<file path="config.mk">
export PLATFORM = sky130hd
export DESIGN_NAME = debug_unlock_arbiter
export DESIGN_NICKNAME = d
export VERILOG_FILES = /design/src/rtl/debug_lock_pkg.sv /design/src/rtl/rr_arb2.sv /design/src/rtl/debug_unlock_arbiter.sv
export SDC_FILE = /design/constraint.sdc
export NUM_CORES = 1
export LEC_CHECK = 0
export BUFFER_PORTS_ARGS = -buffer_cell sky130_fd_sc_hd__buf_2
export CORE_ASPECT_RATIO = 0.7
export CORE_MARGIN = 3
export CORE_UTILIZATION = 50
export DETAILED_ROUTE_END_ITERATION = 10
export HOLD_SLACK_MARGIN = 0.12
export PLACE_DENSITY_LB_ADDON = 0.12
export SLEW_MARGIN = 10
export SYNTH_ARGS = -nofsm -noshare
export SYNTH_HDL_FRONTEND = slang
export SYNTH_SLANG_ARGS = --single-unit
</file>
<file path="constraint.sdc">
create_clock -name clk -period 1.7 [get_ports clk]
set_input_delay 0.425 -clock clk [delete_from_list [all_inputs] [get_ports clk]]
set_output_delay 0.425 -clock clk [all_outputs]
set_load 0.005 [all_outputs]
</file>
<file path="src/rtl/debug_lock_pkg.sv">
// rtl/debug_lock_pkg.sv - shared state encoding and defaults for the debug unlock arbiter
package debug_lock_pkg;

  typedef enum logic [1:0] {
    ST_LOCKED   = 2'd0,
    ST_CHECK    = 2'd1,
    ST_UNLOCKED = 2'd2,
    ST_LOCKOUT  = 2'd3
  } lock_state_e;

  localparam logic [5:0] DEF_KEY            = 6'h2A;
  localparam int         DEF_MAX_FAIL       = 3;
  localparam int         DEF_LOCKOUT_CYCLES = 16;
  localparam int         DEF_IDLE_TIMEOUT   = 64;

  function automatic logic [1:0] sat_inc2(input logic [1:0] v);
    return (v == 2'd3) ? v : v + 2'd1;
  endfunction

endpackage

</file>
<file path="src/rtl/rr_arb2.sv">
// rtl/rr_arb2.sv - two-requester round-robin arbiter, pointer advances past each grant
module rr_arb2 (
  input  logic       clk,
  input  logic       reset,
  input  logic [1:0] valid,
  input  logic       accept,
  output logic [1:0] grant
);

  logic ptr;

  always_comb begin
    grant = valid;
    if (valid == 2'b11) grant = ptr ? 2'b10 : 2'b01;
  end

  // Granting requester 0 hands priority to 1, and vice versa.
  always_ff @(posedge clk) begin
    if (reset)       ptr <= 1'b0;
    else if (accept) ptr <= grant[0];
  end

endmodule

</file>
<file path="src/rtl/debug_unlock_arbiter.sv">
// rtl/debug_unlock_arbiter.sv - key-gated debug register with lockout, idle relock and RR write arbitration
module debug_unlock_arbiter
  import debug_lock_pkg::*;
#(
  parameter logic [5:0] KEY            = DEF_KEY,
  parameter int         MAX_FAIL       = DEF_MAX_FAIL,
  parameter int         LOCKOUT_CYCLES = DEF_LOCKOUT_CYCLES,
  parameter int         IDLE_TIMEOUT   = DEF_IDLE_TIMEOUT
) (
  input  logic       clk,
  input  logic       reset,
  input  logic       unlock_valid,
  input  logic [5:0] unlock_key,
  output logic       unlock_ready,
  input  logic       req0_valid,
  input  logic [5:0] req0_data,
  output logic       req0_ready,
  input  logic       req1_valid,
  input  logic [5:0] req1_data,
  output logic       req1_ready,
  input  logic       relock,
  output logic [5:0] data,
  output logic       locked,
  output logic       lockout,
  output logic [1:0] fail_cnt
);

  localparam int         TW = $clog2(LOCKOUT_CYCLES + 1);
  localparam int         IW = $clog2(IDLE_TIMEOUT + 1);
  localparam logic [1:0] MF = 2'(MAX_FAIL);

  lock_state_e   state, state_nxt;
  logic [5:0]    key_q;
  logic [TW-1:0] lock_tmr;
  logic [IW-1:0] idle_cnt;
  logic          wr_en, wr_acc, key_match, idle_done;
  logic [1:0]    grant;

  // relock blocks any write in the same cycle it is seen
  assign wr_en     = (state == ST_UNLOCKED) && !relock;
  assign key_match = (key_q == KEY);
  assign idle_done = (idle_cnt == IW'(IDLE_TIMEOUT - 1));

  rr_arb2 u_arb (
    .clk    (clk),
    .reset  (reset),
    .valid  ({req1_valid, req0_valid} & {2{wr_en}}),
    .accept (wr_acc),
    .grant  (grant)
  );

  assign wr_acc     = |grant;
  assign req0_ready = grant[0];
  assign req1_ready = grant[1];
  assign locked     = (state != ST_UNLOCKED);
  assign lockout    = (state == ST_LOCKOUT);

  always_comb begin
    state_nxt    = state;
    unlock_ready = 1'b0;
    case (state)
      ST_LOCKED: begin
        unlock_ready = 1'b1;
        if (unlock_valid) state_nxt = ST_CHECK;
      end
      ST_CHECK: begin
        if (key_match)                     state_nxt = ST_UNLOCKED;
        else if (sat_inc2(fail_cnt) == MF) state_nxt = ST_LOCKOUT;
        else                               state_nxt = ST_LOCKED;
      end
      ST_UNLOCKED: begin
        // a write landing on the timeout cycle restarts the idle window
        if (relock || (idle_done && !wr_acc)) state_nxt = ST_LOCKED;
      end
      ST_LOCKOUT: begin
        if (lock_tmr == '0) state_nxt = ST_LOCKED;
      end
      default: state_nxt = ST_LOCKED;
    endcase
  end

  always_ff @(posedge clk) begin
    if (reset) begin
      state    <= ST_LOCKED;
      key_q    <= 6'h00;
      fail_cnt <= 2'd0;
      lock_tmr <= '0;
      idle_cnt <= '0;
      data     <= 6'h00;
    end else begin
      state <= state_nxt;
      if (state == ST_LOCKED && unlock_valid) key_q <= unlock_key;

      if (state == ST_CHECK)
        fail_cnt <= key_match ? 2'd0 : sat_inc2(fail_cnt);
      else if (state == ST_LOCKOUT && lock_tmr == '0)
        fail_cnt <= 2'd0;

      if (state != ST_LOCKOUT && state_nxt == ST_LOCKOUT)
        lock_tmr <= TW'(LOCKOUT_CYCLES - 1);
      else if (state == ST_LOCKOUT && lock_tmr != '0)
        lock_tmr <= lock_tmr - 1'b1;

      if (state != ST_UNLOCKED || wr_acc) idle_cnt <= '0;
      else                                idle_cnt <= idle_cnt + 1'b1;

      if (wr_acc) data <= grant[1] ? req1_data : req0_data;
    end
  end

endmodule

</file>
==> flow_summary.ini, run 1 <==
[die]
die_y_um = 48.3
io_pins = 37
fp.dieW_um = 66.4
core_mm2 = 0.00228
initial_core_util_pct = 56.0
dieArea_mm2 = 0.00320
fp-row-count = 14

[global_routing]
grt_pass1_wl_mm = 4.49
grt_antenna_before_repair = 0
grt_use_total_pct = 19.6
grt_pass1_vias = 957
grt_max_degree = 16
grt-ovfl-total = 0

[worst_setup_path]
cp-start-kind = flip-flop
worstPathRequired_ns = 1.27
worstPathArrival_ns = 1.25
criticalPathCategory = reg -> out
cp_max_fo = 6
critPathCaptureType = primary output

[placed_design]
portBuffers = 36
placed_area_mm2 = 0.00150
hpwl_mm = 2.06
place.gp.congestion = 0.791

[cells_and_area]
nets = 220
stdcell_area_mm2 = 0.00164
drive_gt1_share_pct = 33.8
diodes = 0
synthToLayoutAreaGrowth_pct = 28.8
nFillCells = 183

[synth]
syn_inst = 146
syn_area_per_cell_um2 = 8.74
ys_types = 31
yosys.area.top_type = dfxtp_1
mappedNetlistNets = 172
synth_top_cell_area_share_pct = 45.5
synth.area.top_cells = dfxtp_1, nand2_1, a21oi_1
ys_seq_area_share_pct = 45.5
ys_seq_elements = 29
synth_area_mm2 = 0.00128
yosys_warnings = 0

[cts]
postCtsHoldBufs = 0
clock_path_buffers = 2
h-tree-depth = 2
clock_latency_ns = 0.33
clockRootBuffer = clkbuf_4
clk_pin_slew_worst_paths_ns = 0.09
cts_tree = done
clkSinkCount = 29
cts_buffers = 5

[routing]
dr.pass1.iters = 4
wl_per_cell_um = 13.3
num_vias = 1159
drt_iter0_markers = 99
post_drt_via_cell_ratio = 5.11
ant_nets = 0
drcViolationCount = 0
drt_wl_total_mm = 3.02

[sta]
final.setup_skew_ns = 0.00752
setup-violations-final = 0
relSlewSlack_pct = 74.1
finalHoldViolCount = 0
slew_viol_final = 0
fin_setup_tns_ns = 0
finalCritPeriodShare_pct = 98.5
tightest_slew_ns = 0.384
fmax_mhz = 597
min_period_ns = 1.67
rsz0062_at_grt = yes

[power_and_ir_drop]
ir_drop_mv = 0.562
pwr_density_cell_mw_per_mm2 = 776
p_leak_nw = 0.711

[status]
status = finished, final reports clean

[hold_path]
hold_path.class = in -> reg

[flow_run]
drv_cap = 0
-- layout make-up --
type | count | area [um2] | share of cell area, %
Clock buffer | 7 | 65.1 | 3.96
Clock inverter | 1 | 5.00 | 0.304
Inverter | 7 | 26.3 | 1.60
Multi-Input combinational cell | 105 | 658 | 40.0
Sequential cell | 29 | 588 | 35.8
Tap cell | 32 | 40.0 | 2.44
Timing Repair Buffer | 46 | 262 | 15.9
-- cell usage in the layout (no fill, tap or decap), types with 2 or more instances in the layout --
master	instances
dfxtp_1	27
ha_1	2
inv_1	6
clkbuf_8	2
dfxtp_4	2
mux2i_1	6
nand2_1	21
nand3_1	4
nand2b_1	3
a21oi_1	14
xor2_1	3
buf_2	35
buf_4	10
a211oi_1	6
xnor2_1	3
clkbuf_4	5
o21ai_0	3
or2_2	2
a31oi_1	2
nor3_1	2
nor2_1	15
or3_1	4
-- cells in the mapped netlist (all sizes together) --
library cell and number:
dfxtp 29, nand2 21, nor2 16, a21oi 15
inv 7, a211oi 6, mux2i 6, nand3 5
or3 4, xnor2 4, clkbuf 3, nand2b 3
o21ai 3, xor2 3, a311oi 2, a31oi 2
buf 2, ha 2, nor3 2, or2 2
a22o 1, and2 1, and4b 1, nor2b 1
nor3b 1, nor4b 1, nor4bb 1, o21a 1
o31ai 1
-- layer usage --
layer  track usage [%]  vias to the layer above  part of all wire [%]
met2              29.6                       36                    47
met3              8.06                        7                   6.4
met4              8.91                        0                   1.8
met5                 0                        -                     0
li1                  -                      599                     -
met1              24.9                      517                    45
-- per-stage QoR --
stage                     worst slack (ns)  power, mW  utilization (%)  cells  hold WS (ns)
after floorplan                      0.246      0.756                -    146         0.417
after global placement               0.164      0.797             65.7    213         0.433
after detailed placement             0.129      0.802             65.7    213         0.436
after CTS                           0.0222       1.28             69.6    223         0.316
after global routing               -0.0943       1.34             72.2    227         0.308
final                               0.0255       1.28             72.2    227         0.330
-- what timing repair did --
action | in CTS | in global routing
resized for setup | 3 | 7
buffers inserted | 2 | 4
pin swaps | 2 | 1
endpoints found under the setup margin | 2 | 3
-- state kept, by name, summed over array words and instances, names as in the netlist --
name,count
idle_cnt,7
data,6
key_q,6
lock_tmr,5
fail_cnt,2
state,2
u_arb.ptr,1
-- critical path, stage by stage (launching register included) --
cell and delay (ns):
dfxtp_4 0.39, nor3b_4 0.23, nand2_1 0.09, a21oi_2 0.09, buf_2 0.11
-- path summary, 6_finish.rpt --
check | start | end | slack, ns | cells past startpoint
worst max-delay path | state[1]$_SDFF_PP0_ | req0_ready | 0.03 | 4
worst min register to register | idle_cnt[0]$_SDFF_PP0_ | idle_cnt[0]$_SDFF_PP0_ | 0.45 | 1
worst min-delay path | unlock_key[3] | key_q[3]$_SDFFE_PP0P_ | 0.33 | 3
worst max register to register | lock_tmr[0]$_SDFFE_PP0P_ | lock_tmr[0]$_SDFFE_PP0P_ | 0.10 | 7
-- logic make-up after synthesis --
group,after synthesis,share of synthesized area (%)
muxes,6,4.71
xor gates and xnor gates,7,4.80
adders and majority gates,2,1.96
and+or+nand+nor,59,23.1
AOI/OAI and AO/OA,31,15.4
DFF,29,45.5
buffers and inverters,12,4.51
-- power breakdown --
group          internal (mW)  total [mW]  switching [mW]
sequential             0.690       0.700         0.00973
combinational         0.0442      0.0921          0.0479
clock                  0.239       0.485           0.245
No activity file was read; power rests on OpenSTA's default activity.
==> run 2: changes to the inputs <==
--- a/config.mk
+++ b/config.mk
@@ -6,9 +6,10 @@
 export NUM_CORES = 1
 export LEC_CHECK = 0
 export BUFFER_PORTS_ARGS = -buffer_cell sky130_fd_sc_hd__buf_2
-export CORE_ASPECT_RATIO = 0.7
+export CAP_MARGIN = 20
 export CORE_MARGIN = 3
 export CORE_UTILIZATION = 50
+export CTS_CLUSTER_SIZE = 28
 export DETAILED_ROUTE_END_ITERATION = 10
 export HOLD_SLACK_MARGIN = 0.12
 export PLACE_DENSITY_LB_ADDON = 0.12
==> run 2 against run 1 <==
  * Final cell count shrank 2.2%
  * Global-route usage shrank 2.4 points
  * Die area shrank 0.31%
  * Core utilization shrank 3.6 points
  * Via count grew 0.52%
  * Non-clock buffer count shrank 1
  * Combinational power shrank 6.0%
  * Sequential power is essentially flat
  * Count of clock-buffer cells in the layout shrank 1
  * Sequential share of layout area grew 1.1 points
  * Total power shrank 7.5%
  * Clock power shrank 19%
  * Largest power group unchanged
==> flow_summary.ini, run 2 (synthesis gave the netlist of run 1 again) <==
[cts]
h-tree-depth = 2
clkSinkCount = 29
cts_tree = done
clockRootBuffer = clkbuf_4
clk_pin_slew_worst_paths_ns = 0.09
cts_buffers = 5
clock_path_buffers = 2
clock_latency_ns = 0.32

[placed_design]
portBuffers = 36
placed_area_mm2 = 0.00150
place.gp.congestion = 0.709
hpwl_mm = 1.95

[routing]
num_vias = 1165
drt_wl_total_mm = 2.62
drt_iter0_markers = 19
ant_nets = 0
drcViolationCount = 0
post_drt_via_cell_ratio = 5.25
wl_per_cell_um = 11.8
dr.pass1.iters = 5

[global_routing]
grt_pass1_wl_mm = 4.40
grt-ovfl-total = 0
grt_antenna_before_repair = 0
grt_use_total_pct = 17.1
grt_pass1_vias = 1093
grt_max_degree = 16

[sta]
finalCritPeriodShare_pct = 97.5
final.setup_skew_ns = 0.0103
rsz0062_at_grt = yes
relSlewSlack_pct = 78.4
fin_setup_tns_ns = 0
setup-violations-final = 0
tightest_slew_ns = 0.319
slew_viol_final = 0
finalHoldViolCount = 0
fmax_mhz = 603
min_period_ns = 1.66

[die]
io_pins = 37
fp-row-count = 17
fp.dieW_um = 56.5
core_mm2 = 0.00232
die_y_um = 56.5
initial_core_util_pct = 55.0
dieArea_mm2 = 0.00319

[cells_and_area]
final_common_cell = buf_2
fin_util_pct = 68.6
nets = 219
drive_gt1_share_pct = 30.9
diodes = 0
layout_common_cells = buf_2, dfxtp_1, nand2_1
synthToLayoutAreaGrowth_pct = 24.6
largest_register = idle_cnt
stdcell_area_mm2 = 0.00159
top_regs = idle_cnt: 7 flops, data: 6 flops, key_q: 6 flops
largest_reg_flops = 7

[power_and_ir_drop]
p_leak_nw = 0.690
ir_drop_mv = 0.580
pwr_density_cell_mw_per_mm2 = 743

[worst_setup_path]
criticalPathCategory = reg -> out
worstPathArrival_ns = 1.23
worstPathRequired_ns = 1.27
cp_max_fo = 5
cp-start-kind = flip-flop
critPathCaptureType = primary output

[status]
status = finished, final reports clean

[hold_path]
hold_path.class = in -> reg

[flow_run]
drv_cap = 0
-- run 2: cell types whose count changed in the layout (fill, tap and decap cells not counted), sizes merged --
| cell | before | now |
|---|---|---|
| clkinv | 1 | 2 |
| buf | 46 | 45 |
| clkbuf | 7 | 6 |
-- run 2: metal layers --
layer | global-route usage (%) | up-vias | routed length (um)
met5 | 0 | - | 0
met4 | 5.08 | 0 | 30
met3 | 4.83 | 5 | 145
met2 | 30.7 | 27 | 1280
met1 | 19.4 | 536 | 1160
li1 | - | 597 | -
-- run 2: critical path, cell delays in order (launching register included) --
cell and delay [ns]:
dfxtp_4 0.37, nor3b_4 0.24, nand2_1 0.08, a21oi_1 0.10, buf_2 0.12
-- run 2: final timing paths --
path	slack (ns)	depth (start not counted)	endpoint	start
min reg2reg	0.45	1	idle_cnt[0]$_SDFF_PP0_	idle_cnt[0]$_SDFF_PP0_
max	0.04	4	req0_ready	state[0]$_SDFF_PP0_
max reg2reg	0.13	7	lock_tmr[0]$_SDFFE_PP0P_	lock_tmr[0]$_SDFFE_PP0P_
min	0.34	3	key_q[1]$_SDFFE_PP0P_	unlock_key[1]
-- run 2: where the power goes --
group          switching, mW  total (mW)  internal, mW  leakage (nW)
combinational         0.0445      0.0866        0.0420         0.422
clock                  0.236       0.394         0.157        0.0320
sequential           0.00908       0.701         0.691         0.236
total                  0.290        1.18         0.891         0.690
-- run 2: layout make-up --
type | count | area (um2)
clock buffers | 6 | 41.3
clock inverters | 2 | 10.0
fillers | 205 | 728
inverters | 7 | 26.3
multi-input cells | 105 | 638
flip-flops and latches | 29 | 586
well taps | 28 | 35.0
repair buffers | 45 | 254
-- run 2: stage by stage --
stage          std cells  hold slack, ns  worst slack [ns]  total power, mW
2_1_floorplan        146           0.417             0.246            0.756
3_3_place_gp         210           0.429             0.113            0.797
3_5_place_dp         210           0.440            0.0945            0.802
4_1_cts              219           0.328            0.0253             1.19
5_1_grt              222           0.332           -0.0269             1.23
6_report             222           0.336            0.0419             1.18
-- run 2: what timing repair did --
action / in CTS / in global routing
hold endpoints to repair: 0 / 0
endpoints found under the setup margin: 2 / 3
resized for setup: 1 / 4
hold buffers: 0 / 0
pin swaps: 1 / 2
setup buffers: 1 / 3
